`src/rtl/oddr_tx_ctrl.sv`:
```
// DDR serialiser: streams DATA_W-bit words MSB-first, two bits per clock, through ODDR cells.
// Latency: a word accepted on edge N drives its first pair at the pins in the cycle after edge N+1.
// Backpressure: s_ready is high only in IDLE, the last SHIFT cycle (GAP_CYC = 0) or the last GAP cycle.

// Behavioural ODDR cell, same-edge capture with async reset.
// Both bits are captured on the rising edge; Q shows D1 while clock is high, D2 while it is low.
// Reset clears both capture registers immediately, so the pin goes to 0 as soon as i_r rises.
module oddr_tx_ctrl_oddr #(
  parameter logic INIT = 1'b0
) (
  output logic o_q,
  input  logic i_c,
  input  logic i_ce,
  input  logic i_d1,
  input  logic i_d2,
  input  logic i_r
);

  logic r_q1;
  logic r_q2;

  // Capture both halves of the next output cycle on the rising edge.
  always_ff @(posedge i_c or posedge i_r) begin
    if (i_r) begin
      r_q1 <= INIT;
      r_q2 <= INIT;
    end else if (i_ce) begin
      r_q1 <= i_d1;
      r_q2 <= i_d2;
    end
  end

  assign o_q = i_c ? r_q1 : r_q2;

endmodule

module oddr_tx_ctrl #(
  parameter int   DATA_W   = 8,
  parameter int   GAP_CYC  = 0,
  parameter logic IDLE_LVL = 1'b0
) (
  input  logic              clk,
  input  logic              rst,
  input  logic [DATA_W-1:0] s_data,
  input  logic              s_valid,
  output logic              s_ready,
  output logic              dout,
  output logic              frame,
  output logic              busy,
  output logic              d1_q,
  output logic              d2_q,
  output logic [15:0]       word_cnt
);

  localparam int PAIRS  = DATA_W / 2;
  localparam int PAIR_W = (PAIRS > 1) ? $clog2(PAIRS) : 1;
  localparam int GAP_W  = (GAP_CYC > 1) ? $clog2(GAP_CYC) : 1;
  localparam logic [PAIR_W-1:0] PAIR_LAST = PAIR_W'(PAIRS - 1);
  localparam logic [GAP_W-1:0]  GAP_LAST  = GAP_W'((GAP_CYC > 0) ? GAP_CYC - 1 : 0);

  typedef enum logic [1:0] {
    ST_IDLE  = 2'd0,
    ST_SHIFT = 2'd1,
    ST_GAP   = 2'd2
  } state_t;

  state_t              r_state;
  logic [PAIR_W-1:0]   r_pair_cnt;
  logic [GAP_W-1:0]    r_gap_cnt;
  logic [DATA_W-1:0]   r_sreg;
  logic                r_d1;
  logic                r_d2;
  logic                r_frame;
  logic [15:0]         r_word_cnt;

  logic w_last_pair;
  logic w_last_gap;
  logic w_ready;
  logic w_accept;

  assign w_last_pair = (r_state == ST_SHIFT) && (r_pair_cnt == PAIR_LAST);
  assign w_last_gap  = (r_state == ST_GAP) && (r_gap_cnt == GAP_LAST);
  // A new word may only land where it can start shifting on the very next edge.
  assign w_ready     = !rst && ((r_state == ST_IDLE) ||
                                (w_last_pair && (GAP_CYC == 0)) ||
                                w_last_gap);
  assign w_accept    = w_ready && s_valid;

  // Control FSM: every acceptance point reloads the shifter, so acceptance takes priority.
  always_ff @(posedge clk or posedge rst) begin
    if (rst) begin
      r_state    <= ST_IDLE;
      r_pair_cnt <= '0;
      r_gap_cnt  <= '0;
      r_sreg     <= '0;
      r_d1       <= IDLE_LVL;
      r_d2       <= IDLE_LVL;
      r_frame    <= 1'b0;
      r_word_cnt <= '0;
    end else if (w_accept) begin
      r_state    <= ST_SHIFT;
      r_pair_cnt <= '0;
      r_gap_cnt  <= '0;
      r_d1       <= s_data[DATA_W-1];
      r_d2       <= s_data[DATA_W-2];
      r_sreg     <= s_data << 2;
      r_frame    <= 1'b1;
      r_word_cnt <= r_word_cnt + 16'd1;
    end else begin
      case (r_state)
        ST_SHIFT: begin
          if (!w_last_pair) begin
            r_d1       <= r_sreg[DATA_W-1];
            r_d2       <= r_sreg[DATA_W-2];
            r_sreg     <= r_sreg << 2;
            r_pair_cnt <= r_pair_cnt + PAIR_W'(1);
          end else begin
            r_state    <= (GAP_CYC > 0) ? ST_GAP : ST_IDLE;
            r_pair_cnt <= '0;
            r_gap_cnt  <= '0;
            r_d1       <= IDLE_LVL;
            r_d2       <= IDLE_LVL;
            r_frame    <= 1'b0;
          end
        end
        ST_GAP: begin
          if (!w_last_gap) begin
            r_gap_cnt <= r_gap_cnt + GAP_W'(1);
          end else begin
            r_state   <= ST_IDLE;
            r_gap_cnt <= '0;
          end
        end
        default: begin
          r_state <= ST_IDLE;
          r_d1    <= IDLE_LVL;
          r_d2    <= IDLE_LVL;
          r_frame <= 1'b0;
        end
      endcase
    end
  end

  oddr_tx_ctrl_oddr #(.INIT(1'b0)) u_oddr_data (
    .o_q  (dout),
    .i_c  (clk),
    .i_ce (1'b1),
    .i_d1 (r_d1),
    .i_d2 (r_d2),
    .i_r  (rst)
  );

  oddr_tx_ctrl_oddr #(.INIT(1'b0)) u_oddr_frame (
    .o_q  (frame),
    .i_c  (clk),
    .i_ce (1'b1),
    .i_d1 (r_frame),
    .i_d2 (r_frame),
    .i_r  (rst)
  );

  assign s_ready  = w_ready;
  assign busy     = (r_state != ST_IDLE);
  assign d1_q     = r_d1;
  assign d2_q     = r_d2;
  assign word_cnt = r_word_cnt;

endmodule
```
`config.mk`:
```
export PLATFORM = sky130hd
export DESIGN_NAME = oddr_tx_ctrl
export DESIGN_NICKNAME = d
export VERILOG_FILES = /design/src/rtl/oddr_tx_ctrl.sv
export SDC_FILE = /design/constraint.sdc
export NUM_CORES = 1
export LEC_CHECK = 0
export CORE_ASPECT_RATIO = 0.8
export CORE_MARGIN = 10
export CORE_UTILIZATION = 40
export DETAILED_ROUTE_END_ITERATION = 10
export HOLD_SLACK_MARGIN = 0.12
export PLACE_DENSITY = 0.75
export REMOVE_ABC_BUFFERS = 1
export SLEW_MARGIN = 20
export SYNTH_ARGS = -nofsm -noshare
export SYNTH_HDL_FRONTEND = slang
export SYNTH_HIERARCHICAL = 1
export SYNTH_SLANG_ARGS = --single-unit
export TNS_END_PERCENT = 5
```
`constraint.sdc`:
```
create_clock -name clk -period 1.37 [get_ports clk]
set_input_delay 0.274 -clock clk [delete_from_list [all_inputs] [get_ports clk]]
set_output_delay 0.274 -clock clk [all_outputs]
set_load 0.01 [all_outputs]
```
## Yosys cells after proc, flatten, opt, wreduce, memory -nomap -nowiden

Cells that the tools add are included.

| word-level totals | value |
|---|---|
| bits in registers | 35 |
| input bits | 11 |
| output and inout port bits | 22 |
| logic and storage cells | 60 |

| operators by class | value |
|---|---|
| add/sub/neg operators | 3 |
| equality and inequality tests | 7 |
| mux-type cells | 23 |
| bitwise operators | 1 |
| reductions and logical operators | 15 |

Operators with widths:

| kind | count |
|---|---|
| two-way mux 8 bit | 3 |
| adder 16 x 1 -> 16 bit (second input constant) | 1 |
| two-way mux 2 bit | 6 |
| two-way mux 1 bit | 9 |
| one-hot mux 1 bit (2 select lines) | 4 |
| AND reduction 2 bit | 4 |
| != test 3 bit (second input constant) | 2 |
| == test 2 bit (second input constant) | 2 |
| logical AND 1 bit | 4 |
| one-hot mux 2 bit (2 select lines) | 1 |
| nonzero test 2 bit | 2 |
| nonzero test 3 bit | 1 |
| adder 2 x 1 -> 2 bit (second input constant) | 1 |
| == test 2 x 1 -> 1 bit (second input constant) | 1 |
| logical NOT 2 bit | 1 |
| logical OR 1 bit | 2 |
| != test 2 x 1 -> 1 bit (second input constant) | 1 |
| != test 2 bit (second input constant) | 1 |
| adder 1 bit (second input constant) | 1 |
| logical NOT 1 bit | 1 |
| inverter 1 bit | 1 |

## Depth between registers and ports, before layout

| depth | value |
|---|---|
| word-level depth | 8 |
| gate-level depth with buffers | 7 |
| gate-level depth less buffers | 5 |

## By module

The synthesis kept the hierarchy.

By module, submodules not included:

| module | instances | cells an instance | area each (µm²) | seq. area each (µm²) |
|---|---|---|---|---|
| oddr_tx_ctrl | 1 | 111 | 1,241.2 | 675.6 |
| oddr_tx_ctrl_oddr | 2 | 6 | 87.6 | 50.0 |

==> flow_summary.json <==
{
  "run_status": "complete, but fails checks",
  "failed_checks": "setup timing",
  "grt_first_pass_wirelength_mm": 5.968,
  "nFillCells": 277,
  "criticalPathCategory": "clk2out",
  "vdd_ir_drop_max_mv": 1.061,
  "finish.net_count": 201,
  "core-area_um2": 3423,
  "via_count_of_the_first_global_routing_pass": 1251,
  "min_period_over_period": 1.163,
  "drt.antenna.violating_nets": 0,
  "drt_iter0_markers": 97,
  "start_util": 0.4137,
  "pre_cts_ws_ps": -493.2,
  "regToRegSetupSlack_ps": -90,
  "critical_path.endpoint_type": "output pin",
  "max_cap_viol_count": 0,
  "finalHoldViolations": 0,
  "syn2layout_area_growth_pct": 48.76,
  "cts_tree": "done",
  "timing.final.crit_period_ps": 1593,
  "netlist_instances": 123,
  "clock_insertion_delay_worst_skew_ps": 400,
  "fraction_of_the_core_area_covered_by_cells_at_the_end_of_the_flow": 0.6155,
  "synth.top_cell.area_share": 0.5477,
  "timing.critical_path.fanout_max": 2,
  "die_x_um": 86.53,
  "drive_gt1_frac": 0.3492,
  "num_io_pins": 33,
  "slew_viol_final": 0,
  "netlist_area_um2": 1416,
  "p_leak_nw": 1.074,
  "layout.cells.most_common_list": "sky130_fd_sc_hd__dfrtp_1 (30), sky130_fd_sc_hd__nand2_1 (23), sky130_fd_sc_hd__buf_4 (19), sky130_fd_sc_hd__clkbuf_8 (10)",
  "leading_cell_type_in_the_layout_fill_and_taps_excluded": "sky130_fd_sc_hd__dfrtp_1",
  "antenna_found_initial": 0,
  "fin_skew_ps": 10.76,
  "type_of_the_worst_min_delay_path": "in2reg",
  "post-dp-hpwl_mm": 2.638,
  "totalPowerFinal_mw": 3.873,
  "power_per_cell_area_nw_per_um2": 1838,
  "finalSetupViolCount": 20,
  "rsz_0062_raised_after_global_routing": "yes",
  "dr.pass1.iters": 4,
  "worst_setup_path_start_kind": "clock port",
  "setup_slack_ps": -223.4,
  "ys.warnings.count": 6,
  "postSynthRegisterBits": 31,
  "totalWireLength_mm": 3.513,
  "core.rowCount": 19,
  "worstPathArrival_ps": 1320,
  "avgRoutedWirePerCell_um": 15.21,
  "yosys.cell_types.count": 29,
  "synthesized_area_divided_by_synthesized_cell_count_um2": 11.52,
  "post-synth-top-area-cell": "sky130_fd_sc_hd__dfrtp_1",
  "route.detailed.vias_per_inst": 4.879,
  "fmax_mhz": 628.6,
  "drcViolationCount": 0,
  "synth-seq-area-share": 0.5477,
  "hold_slack_ps": 435.0,
  "crit_required_ps": 1100,
  "numPortBuffers": 32,
  "top_cells_by_area_in_the_synthesized_netlist": "sky130_fd_sc_hd__dfrtp_1 (55%), sky130_fd_sc_hd__nand2_1 (6.1%), sky130_fd_sc_hd__xor2_1 (5.6%), sky130_fd_sc_hd__mux2_2 (4.8%), sky130_fd_sc_hd__xnor2_1 (3.7%)",
  "n_antenna_cell": 0,
  "dieHeight_um": 73.23,
  "grt_start_max_net_pins": 20,
  "route.vias.total": 1127,
  "overflow": 0,
  "path_clk_slew_ps": 70,
  "groute.usage.overall": 0.1250,
  "die-area_um2": 6336,
  "place_congestion": 0.8448
}
==> power breakdown <==
part	internal, mW	leakage (nW)	switching [mW]
Sequential	1.15	0.406	0.171
Clock	0.970	0.110	0.486
Combinational	0.547	0.558	0.548
Total	2.67	1.07	1.20
==> repair_timing <==
action / CTS / global route
pin swaps: 2 / 3
setup endpoints to repair: 46 / 37
hold buffers: 1 / 0
gates resized for setup: 61 / 11
endpoints found under the hold margin: 12 / 0
setup buffers: 1 / 0
==> synth_stat cells <==
cell / count
sky130_fd_sc_hd__buf_2: 1
sky130_fd_sc_hd__mux2i_1: 1
sky130_fd_sc_hd__and4_1: 1
sky130_fd_sc_hd__o22ai_1: 1
sky130_fd_sc_hd__inv_1: 4
sky130_fd_sc_hd__nor2b_1: 1
sky130_fd_sc_hd__a22o_1: 2
sky130_fd_sc_hd__dfrtp_1: 31
sky130_fd_sc_hd__nand3_2: 1
sky130_fd_sc_hd__nand2_1: 23
sky130_fd_sc_hd__nand4_2: 2
sky130_fd_sc_hd__and3_1: 1
sky130_fd_sc_hd__nor4_2: 3
sky130_fd_sc_hd__nand2_2: 1
sky130_fd_sc_hd__nor2_1: 8
sky130_fd_sc_hd__nand2b_1: 3
sky130_fd_sc_hd__xor2_1: 9
sky130_fd_sc_hd__and3_4: 1
sky130_fd_sc_hd__conb_1: 1
sky130_fd_sc_hd__a22oi_1: 4
sky130_fd_sc_hd__and2b_1: 1
sky130_fd_sc_hd__buf_6: 1
sky130_fd_sc_hd__nor3_2: 1
sky130_fd_sc_hd__nand4_1: 2
sky130_fd_sc_hd__mux2_2: 6
sky130_fd_sc_hd__nor4_4: 1
sky130_fd_sc_hd__xnor2_1: 6
sky130_fd_sc_hd__nand3_1: 4
sky130_fd_sc_hd__ha_1: 2
==> final cells by class <==
| cell class | instances | area, um2 | area share |
|---|---|---|---|
| Sequential cell | 31 | 777.0 | 0.3688 |
| Multi-Input combinational cell | 89 | 651.9 | 0.3094 |
| Inverter | 4 | 15.01 | 0.007126 |
| Timing Repair Buffer | 51 | 415.4 | 0.1971 |
| Clock buffer | 12 | 160.2 | 0.07601 |
| Tap cell | 42 | 52.55 | 0.02494 |
| Clock inverter | 2 | 35.03 | 0.01663 |
==> metal layers <==
metal | up-vias | GRT usage | part of all wire
met4 | 0 | 0.1095 | 0.043
li1 | 542 | - | -
met5 | - | 0 | 0
met1 | 528 | 0.1281 | 0.41
met3 | 14 | 0.06027 | 0.054
met2 | 43 | 0.1882 | 0.49
==> path summary, 6_finish.rpt <==
check	from	depth (start not counted)	endpoint
worst max-delay path	clk	4	frame
worst min-delay path	s_data[1]	3	r_sreg[3]
worst max register to register	r_pair_cnt[1]	5	word_cnt[14]
worst min register to register	word_cnt[15]	1	word_cnt[15]
max in group asynchronous	rst	4	word_cnt[2]
min in group asynchronous	rst	3	u_oddr_data/r_q1
==> worst max-delay path, stage by stage <==
cell and delay (ps):
sky130_fd_sc_hd__clkbuf_8 120, sky130_fd_sc_hd__clkbuf_8 120, sky130_fd_sc_hd__mux2_2 270, sky130_fd_sc_hd__buf_6 120
==> kinds of logic after synthesis <==
kind of cell / count (synthesis) / share of synthesized area
AO/OA/AOI/OAI: 7 / 0.03799
buffers and inverters: 6 / 0.02208
other: 1 / 0.002648
AND/OR/NAND/NOR: 54 / 0.2244
multiplexers: 7 / 0.05477
flip-flops: 31 / 0.5477
XOR/XNOR: 15 / 0.09276
adder cells (fa/ha/maj): 2 / 0.01767
==> stage by stage <==
stage	setup TNS (ps)	cells	cell area, um2
2_1_floorplan	-4112	124	1411
3_3_place_gp	-10130	217	1927
3_5_place_dp	-11490	217	1927
4_1_cts	-1312	231	2132
5_1_grt	-3374	231	2107
6_report	-1312	231	2107
==> flip-flops by register name, summed over array words and instances (netlist names) <==
signal and flops:
u_oddr_data/r_q1 1, d1_q 1, r_frame 1, u_oddr_data/r_q2 1, r_sreg 6, u_oddr_frame/r_q2 1, d2_q 1, word_cnt 16
u_oddr_frame/r_q1 1, r_pair_cnt 2
Power figures use the tool's default switching activity.
